**src/rtl/can_tx_scheduler.sv**
```systemverilog
// CAN transmit scheduler: arbitrates four requesters by ID, waits for an idle bus,
// launches frames to the CAN node and handles retries, arbitration loss and 4-phase ack/fail.
module can_tx_scheduler #(
   parameter int MAX_RETRY = 7,
   parameter int IDLE_BITS = 11
) (
   input  logic        CLK,
   input  logic        RESET_N,
   input  logic [3:0]  req,
   input  logic [43:0] req_id,
   input  logic [31:0] req_data,
   output logic [3:0]  req_ack,
   output logic [3:0]  req_fail,
   input  logic        bit_tick,
   input  logic        can_rx,
   output logic        tx_start,
   output logic [10:0] tx_id,
   output logic [7:0]  tx_data,
   input  logic        tx_done,
   input  logic        tx_lost,
   input  logic        tx_err,
   output logic        bus_idle,
   output logic [2:0]  state,
   output logic [2:0]  retry_cnt
);

   typedef enum logic [2:0] {
      IDLE     = 3'd0,
      SELECT   = 3'd1,
      WAIT_BUS = 3'd2,
      LAUNCH   = 3'd3,
      BUSY     = 3'd4,
      DONE     = 3'd5,
      FAIL     = 3'd6
   } state_t;

   localparam int              CNT_W     = $clog2(IDLE_BITS + 1);
   localparam logic [CNT_W-1:0] IDLE_MAX = CNT_W'(IDLE_BITS);
   localparam logic [2:0]      RETRY_MAX = 3'(MAX_RETRY);

   state_t           state_q, state_d;
   logic [CNT_W-1:0] idle_cnt, idle_cnt_d;
   logic [1:0]       idx;
   logic [3:0]       idx_onehot;
   logic [2:0]       retry_d, retry_inc;
   logic [3:0]       ack_d, fail_d;
   logic             any_req;
   logic [1:0]       win_idx;
   logic [10:0]      win_id;

   assign state      = state_q;
   assign idx_onehot = 4'b0001 << idx;
   assign retry_inc  = retry_cnt + 3'd1;

   // Recessive-bit run length; any dominant bit restarts the idle qualification.
   always_comb begin
      idle_cnt_d = idle_cnt;
      if (bit_tick) begin
         if (!can_rx)
            idle_cnt_d = '0;
         else if (idle_cnt != IDLE_MAX)
            idle_cnt_d = idle_cnt + CNT_W'(1);
      end
   end

   // NOTE: sequential state uses non-blocking assignments so every register samples pre-edge values.
   always_ff @(posedge CLK or negedge RESET_N) begin
      if (!RESET_N) begin
         idle_cnt <= '0;
         bus_idle <= 1'b0;
      end else begin
         idle_cnt <= idle_cnt_d;
         bus_idle <= (idle_cnt_d == IDLE_MAX);
      end
   end

   // Lowest ID wins; strict compare keeps the lower index on equal IDs.
   always_comb begin
      any_req = 1'b0;
      win_idx = '0;
      win_id  = '0;
      for (int k = 0; k < 4; k++) begin
         if (req[k] && (!any_req || req_id[11*k +: 11] < win_id)) begin
            any_req = 1'b1;
            win_idx = 2'(k);
            win_id  = req_id[11*k +: 11];
         end
      end
   end

   // NOTE: every output of this block gets a default first so no latch is inferred.
   always_comb begin
      state_d = state_q;
      retry_d = retry_cnt;
      ack_d   = req_ack;
      fail_d  = req_fail;
      unique case (state_q)
         IDLE: begin
            if (|req) state_d = SELECT;
         end
         SELECT: begin
            if (any_req) begin
               state_d = WAIT_BUS;
            end else begin
               state_d = IDLE;
               retry_d = '0;
            end
         end
         WAIT_BUS: begin
            if (!req[idx]) begin
               state_d = IDLE;
               retry_d = '0;
            end else if (bus_idle) begin
               state_d = LAUNCH;
            end
         end
         LAUNCH: state_d = BUSY;
         BUSY: begin
            if (tx_done) begin
               state_d = DONE;
            end else if (tx_lost) begin
               state_d = SELECT;
            end else if (tx_err) begin
               retry_d = retry_inc;
               state_d = (retry_inc == RETRY_MAX) ? FAIL : WAIT_BUS;
            end
         end
         DONE: begin
            if (req_ack == 4'b0000) begin
               ack_d = idx_onehot;
            end else if (!req[idx]) begin
               ack_d   = '0;
               state_d = IDLE;
               retry_d = '0;
            end
         end
         FAIL: begin
            if (req_fail == 4'b0000) begin
               fail_d = idx_onehot;
            end else if (!req[idx]) begin
               fail_d  = '0;
               state_d = IDLE;
               retry_d = '0;
            end
         end
         default: begin
            state_d = IDLE;
            retry_d = '0;
            ack_d   = '0;
            fail_d  = '0;
         end
      endcase
   end

   always_ff @(posedge CLK or negedge RESET_N) begin
      if (!RESET_N) begin
         state_q   <= IDLE;
         tx_start  <= 1'b0;
         idx       <= '0;
         tx_id     <= '0;
         tx_data   <= '0;
         retry_cnt <= '0;
         req_ack   <= '0;
         req_fail  <= '0;
      end else begin
         state_q   <= state_d;
         tx_start  <= (state_d == LAUNCH);
         retry_cnt <= retry_d;
         req_ack   <= ack_d;
         req_fail  <= fail_d;
         // Frame fields are frozen here until the next arbitration round.
         if (state_q == SELECT && any_req) begin
            idx     <= win_idx;
            tx_id   <= win_id;
            tx_data <= req_data[{win_idx, 3'b000} +: 8];
         end
      end
   end

endmodule

```
**config.mk**
```make
export PLATFORM = sky130hd
export DESIGN_NAME = can_tx_scheduler
export DESIGN_NICKNAME = d
export VERILOG_FILES = /design/src/rtl/can_tx_scheduler.sv
export SDC_FILE = /design/constraint.sdc
export NUM_CORES = 1
export LEC_CHECK = 0
export ABC_CLOCK_PERIOD_IN_PS = 1900
export BUFFER_PORTS_ARGS = -buffer_cell sky130_fd_sc_hd__buf_2
export CORE_MARGIN = 3
export CORE_UTILIZATION = 46
export CTS_CLUSTER_DIAMETER = 30
export DETAILED_ROUTE_END_ITERATION = 10
export GPL_ROUTABILITY_DRIVEN = 0
export PLACE_DENSITY = 0.79
export SKIP_CTS_REPAIR_TIMING = 1
export SLEW_MARGIN = 40
export SYNTH_ARGS = -nofsm -noshare
export SYNTH_HDL_FRONTEND = slang
export SYNTH_SLANG_ARGS = --single-unit
```
**constraint.sdc**
```tcl
create_clock -name CLK -period 1.9 [get_ports CLK]
set_input_delay 0.19 -clock CLK [delete_from_list [all_inputs] [get_ports CLK]]
set_output_delay 0.19 -clock CLK [all_outputs]
set_load 0.01 [all_outputs]
```
* Word-level counts from Yosys, hierarchy flattened *
Cells that the tools add are included.

storage, ports and cells
  output and inout port bits = 35
  bits of input ports = 87
  word-level logic and storage cells = 100
  register bits after elaboration = 41

cells by class
  multiplexer cells = 41
  reductions and logical operators = 20
  equal/unequal tests = 18
  bitwise gates (word level) = 3
  shift operators = 2
  $lt $le $gt $ge = 4
  add/sub/neg operators = 2

operators by type and width
  kind                   number
  $mux W3                17
  $mux W11               4
  $lt A11 B11 Y1         3
  $shiftx A32 B6 Y8      1
  $mux W4                6
  $pmux W3 S7            1
  $pmux W3 S6            1
  $pmux W4 S2            2
  $eq A3 B3 Y1 const B   4
  $ne A2 B2 Y1 const B   6
  $reduce_or A6 Y1       2
  $eq A3 B2 Y1 const B   3
  $logic_not A4 Y1       2
  $reduce_and A7 Y1      1
  $mux W1                6
  $mux W2                3
  $ne A3 B3 Y1 const B   2
  $add A4 B1 Y4 const B  1
  $eq A4 B4 Y1 const B   1
  $logic_and A1 B1 Y1    4
  $ne A4 B4 Y1 const B   1
  $reduce_and A2 Y1      2
  $reduce_or A4 Y1       1
  $shl A1 B2 Y4 const A  1
  other kinds (9)        15

* Logic depth before layout (Yosys ltp) *
Gate-level depths: netlist of the first run.

  word-level depth = 16
  mapped depth = 29
  mapped depth without buffers = 24

* Least setup slack after synthesis of the first run *
OpenSTA, ideal clock, no wires.

  kind = input port to flip-flop
  from = in req[0]
  to = reg tx_data[0]
  data arrival time = 6709 ps
  stages = 29
  path buffers = 6
  slack = -4951 ps
  data required time = 1758 ps
  library setup time = 142 ps
  cells stage by stage = buf_2 clkbuf_1 nand2_1 ha_1 nand4_1 o21ba_1 or2_1 o21ai_1 buf_2 mux2_2 ha_1 nand4_1 nor4_1 nand2_1 a211o_1 o21ai_1 clkbuf_1 clkbuf_1 o21ai_0 ha_1 o21a_1 o21ai_0 o311ai_0 a2111oi_2 o21a_1 a221oi_2 buf_6 mux2i_1 a31oi_1

on the way
  longest elaborated chain between the ends = 14
  elaborated cells on any way between the ends = 24
  those cells by class = order compare: 3; shift: 1; mux: 10; reduce/logical: 10

ends and longest elaborated chain
  element                                                          line      source
  start: declaration                                               9         input logic [3:0] req,
  $mux W11 / $mux W1 (equally long branches)                       83        if (req[k] && (!any_req || req_id[11*k +: 11] < win_id)) begin
  $lt A11 B11 Y1 / $logic_not A1 Y1 (equally long branches)        83
  $logic_or A1 B1 Y1                                               83
  $logic_and A1 B1 Y1                                              83
  $mux W11 / $mux W1 (equally long branches)                       83
  $lt A11 B11 Y1 / $logic_not A1 Y1 (equally long branches)        83
  $logic_or A1 B1 Y1                                               83
  $logic_and A1 B1 Y1                                              83
  $mux W11 / $mux W1 (equally long branches)                       83
  $lt A11 B11 Y1 / $logic_not A1 Y1 (equally long branches)        83
  $logic_or A1 B1 Y1                                               83
  $logic_and A1 B1 Y1                                              83
  $mux W2 / $mux W1 (equally long branches)                        83
  $shiftx A32 B6 Y8 / $logic_and A1 B1 Y1 (equally long branches)  175, 172
  end signal: assignment                                           175       tx_data <= req_data[{win_idx, 3'b000} +: 8];
  end: declaration                                                 18        output logic [7:0] tx_data,

Parallel ways exist; a longest one is shown, timed or not.
A chain may end at the register's enable or synchronous reset.

* Final worst setup path of the first run *
  from = in req[0]
  to = reg tx_data[5]

The elaborated chain is that of the path after synthesis.

==> results.cfg, run 1 <==
[synth]
syn_area_um2 = 3367
async_flop_share_pct = 100.0
synth_compound_area_share_pct = 23.19
synth_nets = 522
synth_top_family_by_area = compound AO/OA/AOI/OAI gates
synthFlopType = dfrtp_1
synth_top_area_share_pct = 30.47
synthMuxAreaShare_pct = 9.067
synth-simple-area-share_pct = 19.10
ys_types = 52
synth-xor-area-share_pct = 0.2601
synthAdderAreaFrac_pct = 12.26
yosys_warnings = 0
ys_top_cells_by_area = dfrtp_1, ha_1, mux2_2
synth_edf_count = 0
synth-seq-cells = 41
synthCells = 402
yosysSeqAreaShare_pct = 30.47
yosysTopAreaCell = dfrtp_1
synth.avg_cell_area_um2 = 8.376

[critical_path]
cp-start-kind = primary input
cp_top_family = compound AO/OA/AOI/OAI gates
r2r_cells = 8
critical_path_class = in2reg
cp.arrival_ps = 6020
rr_endpoint = retry_cnt[2]$_DFFE_PN0P_
critical_path_required_ps = 2070
cp_slowest_stage_delay_ps = 450
r2r-start = idx[0]$_DFFE_PN0P_
critPathCaptureType = flip-flop
cp_max_fo = 12
rrSetupSlack_ps = -80
worst-path-buf-inv = 6
slowest_stage = a2111oi_2

[floorplan]
die-area_um2 = 8382
ios = 122
fp.dieH_um = 91.56
core_um2 = 6944
initial_core_util_pct = 48.49
die_w_um = 91.56
placementRows = 30

[placement]
placed_cell_area_um2 = 4761
dp_cells = 675
port_buffers = 121
hpwl_mm = 8.601

[timing]
tns_ps = -81670
min_period_ps = 5847
fin_ws_ps = -3947
max-slew-margin-rel_pct = 54.48
rsz0062_at_grt = yes
worst_pin_slew_ps = 676.6
hold_viol_final = 0
finalCritPeriodShare_pct = 307.7
fmax_mhz = 171.0
fin_skew_ps = 6.087
setup-violations-final = 24
slew_violations = 0

[finish]
drive_gt1_share_pct = 48.69
finalNonFillerCells = 706
fillers = 423
register_area_um2 = 1026
layout.nets = 729
fin_util_pct = 78.54
area_growth_syn_to_layout_pct = 61.98
diodes = 0
final_area_um2 = 5454
multi_input_area_um2 = 2590

[routing]
drt_pass1_iterations = 5
drt_iter0_drc = 334
drc = 0
routed_wl_mm = 12.79
vias = 4125
wire_per_inst_um = 18.12
ant_nets = 0
viasPerCell = 5.843

[global_routing]
gr-total-overflow = 0
grt.total_usage_pct = 24.75
grt_max_degree = 43
grt_pass1_wl_mm = 17.07
grt_pass1_vias = 3749
antenna_found_initial = 0

[clock_tree]
clk_latency_ps = 290
ctsRootBufferMaster = clkbuf_8
clkSinkCount = 41
path_clk_slew_ps = 80
clockBufferDepth = 2
cts_tree = built
cts_max_level = 2
cts_made_buffers = 5

[status]
outcome = finished with violations
violations = negative setup slack

[power_and_ir_drop]
p_comb_share_pct = 61.9
power.density_nw_per_um2 = 1065
p_int_w = 0.003384
clkPwrFrac_pct = 12.6
leakage_nw = 2.681
ir_drop_mv = 0.4318
p_seq_share_pct = 25.5
switching_power_w = 0.002427
power.share.switching_pct = 41.76
power_w = 0.005811

[hold_path]
worstHoldPathCells = 3
hold_path_class = in2reg
min_to = tx_id[1]$_DFFE_PN0P_
min_from = req_id[34]

[run]
maxCapViolCount = 0
==> stage by stage <==
step	worst slack (ps)	hold slack (ps)
after floorplan	-3764	-105.6
after global placement	-3894	274.1
after detailed placement	-4129	281.1
after CTS	-3866	-39.75
after global routing	-4198	174.6
final	-3947	178.0
==> cell type report <==
cell class	instances	share of cell area [%]
Multi-Input combinational cell	315	47.49
Tap cell	96	2.202
Clock inverter	1	0.5506
Sequential cell	41	18.81
Timing Repair Buffer	217	27.37
Clock buffer	7	1.583
Inverter	29	1.996
==> tightest hold or removal path, cell delays in order <==
cell and delay [ps]:
buf_2 120, nand2b_4 60, a31oi_1 70
==> synthesized netlist by cell type, drive strengths merged (2+ instances only) <==
cell type / n
a211o: 2
a21o: 5
a21oi: 12
a22o: 6
a31o: 2
a31oi: 20
a32o: 2
and4b: 2
buf: 4
clkbuf: 14
dfrtp: 41
ha: 33
inv: 29
mux2: 18
mux2i: 8
nand2: 48
nand2b: 17
nand3: 6
nand4: 4
nor2: 38
nor2b: 5
nor3: 4
nor4: 5
o211ai: 14
o21a: 4
o21ai: 33
o311ai: 2
o31ai: 2
or3: 2
==> per-layer routing <==
layer	routed length [um]	global-route usage [%]
met1	4706	29.03
met3	988	4.308
met2	6543	45.22
met4	554	7.915
met5	0	0
==> how the worst max path moves through the flow <==
stage / from / endpoint / slack [ps] / depth (start not counted)
after floorplan: req[0] / tx_id[10]$_DFFE_PN0P_ / -3760 / 29
after global placement: req[0] / tx_data[7]$_DFFE_PN0P_ / -3890 / 28
after detailed placement: req[0] / tx_data[0]$_DFFE_PN0P_ / -4130 / 27
after CTS: req[0] / tx_id[9]$_DFFE_PN0P_ / -3870 / 27
after global routing: req[0] / tx_data[5]$_DFFE_PN0P_ / -4200 / 30
final: req[0] / tx_data[5]$_DFFE_PN0P_ / -3950 / 29
==> placed cells by master, fill, tap and decap left out, drive strengths merged, types with 4 or more instances in the layout <==
| cell type | instances |
|---|---|
| nor3 | 4 |
| inv | 29 |
| mux2i | 8 |
| a22o | 6 |
| nand2b | 17 |
| nand4 | 4 |
| o21ai | 33 |
| a21oi | 12 |
| mux2 | 18 |
| dfrtp | 41 |
| o21a | 4 |
| nand3 | 6 |
| nor4 | 5 |
| nand2 | 48 |
| buf | 213 |
| nor2 | 38 |
| a31oi | 20 |
| nor2b | 5 |
| a21o | 5 |
| clkbuf | 10 |
| ha | 33 |
| o211ai | 14 |
==> power groups by stage <==
stage	registers [W]	clock network (W)	logic [W]
2_1_floorplan	0.00157	0	0.00169
3_3_place_gp	0.00146	0	0.00288
3_5_place_dp	0.00148	0	0.00300
4_1_cts	0.00147	0.000737	0.00302
5_1_grt	0.00153	0.000777	0.00386
6_report	0.00148	0.000732	0.00360
==> state kept, by name, indices dropped and copies added (netlist names) <==
name / count
idle_cnt: 4
tx_data: 8
req_fail: 4
idx: 2
bus_idle: 1
req_ack: 4
tx_start: 1
retry_cnt: 3
tx_id: 11
state: 3
==> kinds of logic after synthesis <==
kind of cell	Yosys count
adder cells (fa/ha/maj)	33
XOR/XNOR	1
AND/OR/NAND/NOR	137
AO/OA/AOI/OAI	116
multiplexers	27
flip-flops	41
buffers and inverters	47
Note: power is estimated with default switching activity, not from simulation.
==> run 2, diff against run 1 <==
PLACE_DENSITY = 0.82   (was 0.79)
==> run 2 against run 1 <==
Against the previous run:
- wire length down 8.3%
- critical endpoint is now tx_id[6]$_DFFE_PN0P_
- sequential share of layout area grew 0.29 points
- global-route usage down 0.58 points
- register-to-register slack improved by 60 ps
- final area shrank 1.5%
- fmax shrank 0.52%
- the flow still finishes with violations (negative setup slack)
- largest power group unchanged
- largest cell class unchanged
- total power increased by 0.66%
- worst hold slack worse by 14 ps
- first-iteration DRC count down 31%
==> results.cfg, run 2 (same netlist as run 1, synthesis figures left out) <==
[status]
outcome = finished with violations
violations = negative setup slack

[critical_path]
critPathCaptureType = flip-flop
critical_path_class = in2reg
cp.arrival_ps = 6090
crit_top_cell = buf_12
slowest_stage = o32a_1
cp_max_fo = 7
cp_slowest_stage_delay_ps = 380
critical_path_required_ps = 2110
cp-start-kind = primary input

[timing]
fmax_mhz = 170.1
hold_viol_final = 0
max-slew-margin-rel_pct = 57.40
fin_ws_ps = -3978
worst_pin_slew_ps = 639.0
slew_violations = 0
fin_skew_ps = 12.40
setup-violations-final = 22
min_period_ps = 5878
finalCritPeriodShare_pct = 309.4
rsz0062_at_grt = yes

[floorplan]
die-area_um2 = 8382
core_um2 = 6944
fp.dieH_um = 91.56
placementRows = 30
initial_core_util_pct = 48.49
ios = 122
die_w_um = 91.56

[routing]
vias = 3962
drt_iter0_drc = 229
ant_nets = 0
drc = 0
routed_wl_mm = 11.74
drt_pass1_iterations = 4
wire_per_inst_um = 16.58
viasPerCell = 5.596

[clock_tree]
cts_made_buffers = 5
path_clk_slew_ps = 80
clockBufferDepth = 2
cts_tree = built
ctsRootBufferMaster = clkbuf_8
clkSinkCount = 41
cts_max_level = 2
clk_latency_ps = 300

[finish]
mostFrequentLayoutCell = buf_2
reg.largest.list = tx_id x11, tx_data x8
final_cell_mix = buf_2, buf_4, dfrtp_1
layout.nets = 731
top_register = tx_id
drive_gt1_share_pct = 48.20
area_growth_syn_to_layout_pct = 59.53
diodes = 0
fillers = 472
largest_reg_flops = 11

[global_routing]
grt_pass1_vias = 3700
grt.total_usage_pct = 24.16
grt_max_degree = 43
antenna_found_initial = 0
gr-total-overflow = 0
grt_pass1_wl_mm = 16.69

[placement]
port_buffers = 121
pre_cts_ws_ps = -4338
hpwl_mm = 8.535

[power_and_ir_drop]
ir_drop_mv = 0.4502
power_w = 0.005849
leakage_nw = 2.680
power.density_nw_per_um2 = 1089

[hold_path]
hold_path_class = in2reg

[run]
maxCapViolCount = 0
run 2: cell types whose count changed in the layout (fill, tap and decap cells not counted), moves of 3 or more:
cell,previous run,this run
ha_4,14,11
buf_4,82,85
o21ai_0,15,18
nand2_2,1,4
o21ai_1,11,7
ha_1,17,22
a21oi_1,8,11
a21oi_2,4,1
run 2: where the power goes:
part	total [W]	internal, W	switching, W
Combinational	0.00368	0.00182	0.00185
Sequential	0.00146	0.00122	0.000244
Clock	0.000713	0.000394	0.000320
Total	0.00585	0.00343	0.00241
run 2: final timing paths:
| path | start | to | slack [ps] | depth (start not counted) |
|---|---|---|---|---|
| worst max register to register | idx[0]$_DFFE_PN0P_ | retry_cnt[2]$_DFFE_PN0P_ | -20 | 8 |
| worst max-delay path | req[0] | tx_id[6]$_DFFE_PN0P_ | -3980 | 32 |
| min in group asynchronous | RESET_N | state[2]$_DFF_PN0_ | 450 | 2 |
| worst min register to register | req_fail[0]$_DFFE_PN0P_ | req_fail[0]$_DFFE_PN0P_ | 540 | 1 |
| max in group asynchronous | RESET_N | req_ack[0]$_DFFE_PN0P_ | 830 | 3 |
| worst min-delay path | req_id[38] | tx_id[5]$_DFFE_PN0P_ | 160 | 3 |
run 2: cell type report:
class	count	area (um2)	area share (%)
clock buffers	5	68.82	1.281
multi-input cells	314	2546	47.40
inverters	29	108.9	2.027
well taps	96	120.1	2.236
repair buffers	220	1458	27.14
flip-flops and latches	41	1026	19.10
clock inverters	3	43.79	0.8153
run 2: critical path, delay by kind of cell:
kind | cells | cell delay, ps
compound gates | 13 | 2870
fa+ha+maj | 3 | 840
buf+inv | 8 | 970
mux | 1 | 340
simple gates | 7 | 850
run 2: metrics by stage:
| stage | cells | hold slack (ps) | utilization (%) | area [um2] | setup TNS, ps |
|---|---|---|---|---|---|
| 2_1_floorplan | 402 | -105.6 | - | 3552 | -78730 |
| 4_1_cts | 689 | -56.64 | 70.47 | 4893 | -83650 |
| 5_1_grt | 708 | 160.0 | 77.35 | 5371 | -85020 |
| 6_report | 708 | 164.4 | 77.35 | 5371 | -80820 |
| 3_3_place_gp | 681 | 258.5 | 68.85 | 4781 | -84150 |
| 3_5_place_dp | 681 | 257.6 | 68.85 | 4781 | -91100 |
run 2: routing by layer:
layer	track usage, %	up-vias	part of all wire [%]
li1	-	1885	-
met1	29.59	1881	38
met2	43.88	161	53
met3	3.563	35	5.8
met4	6.281	0	2.7
met5	0	-	0
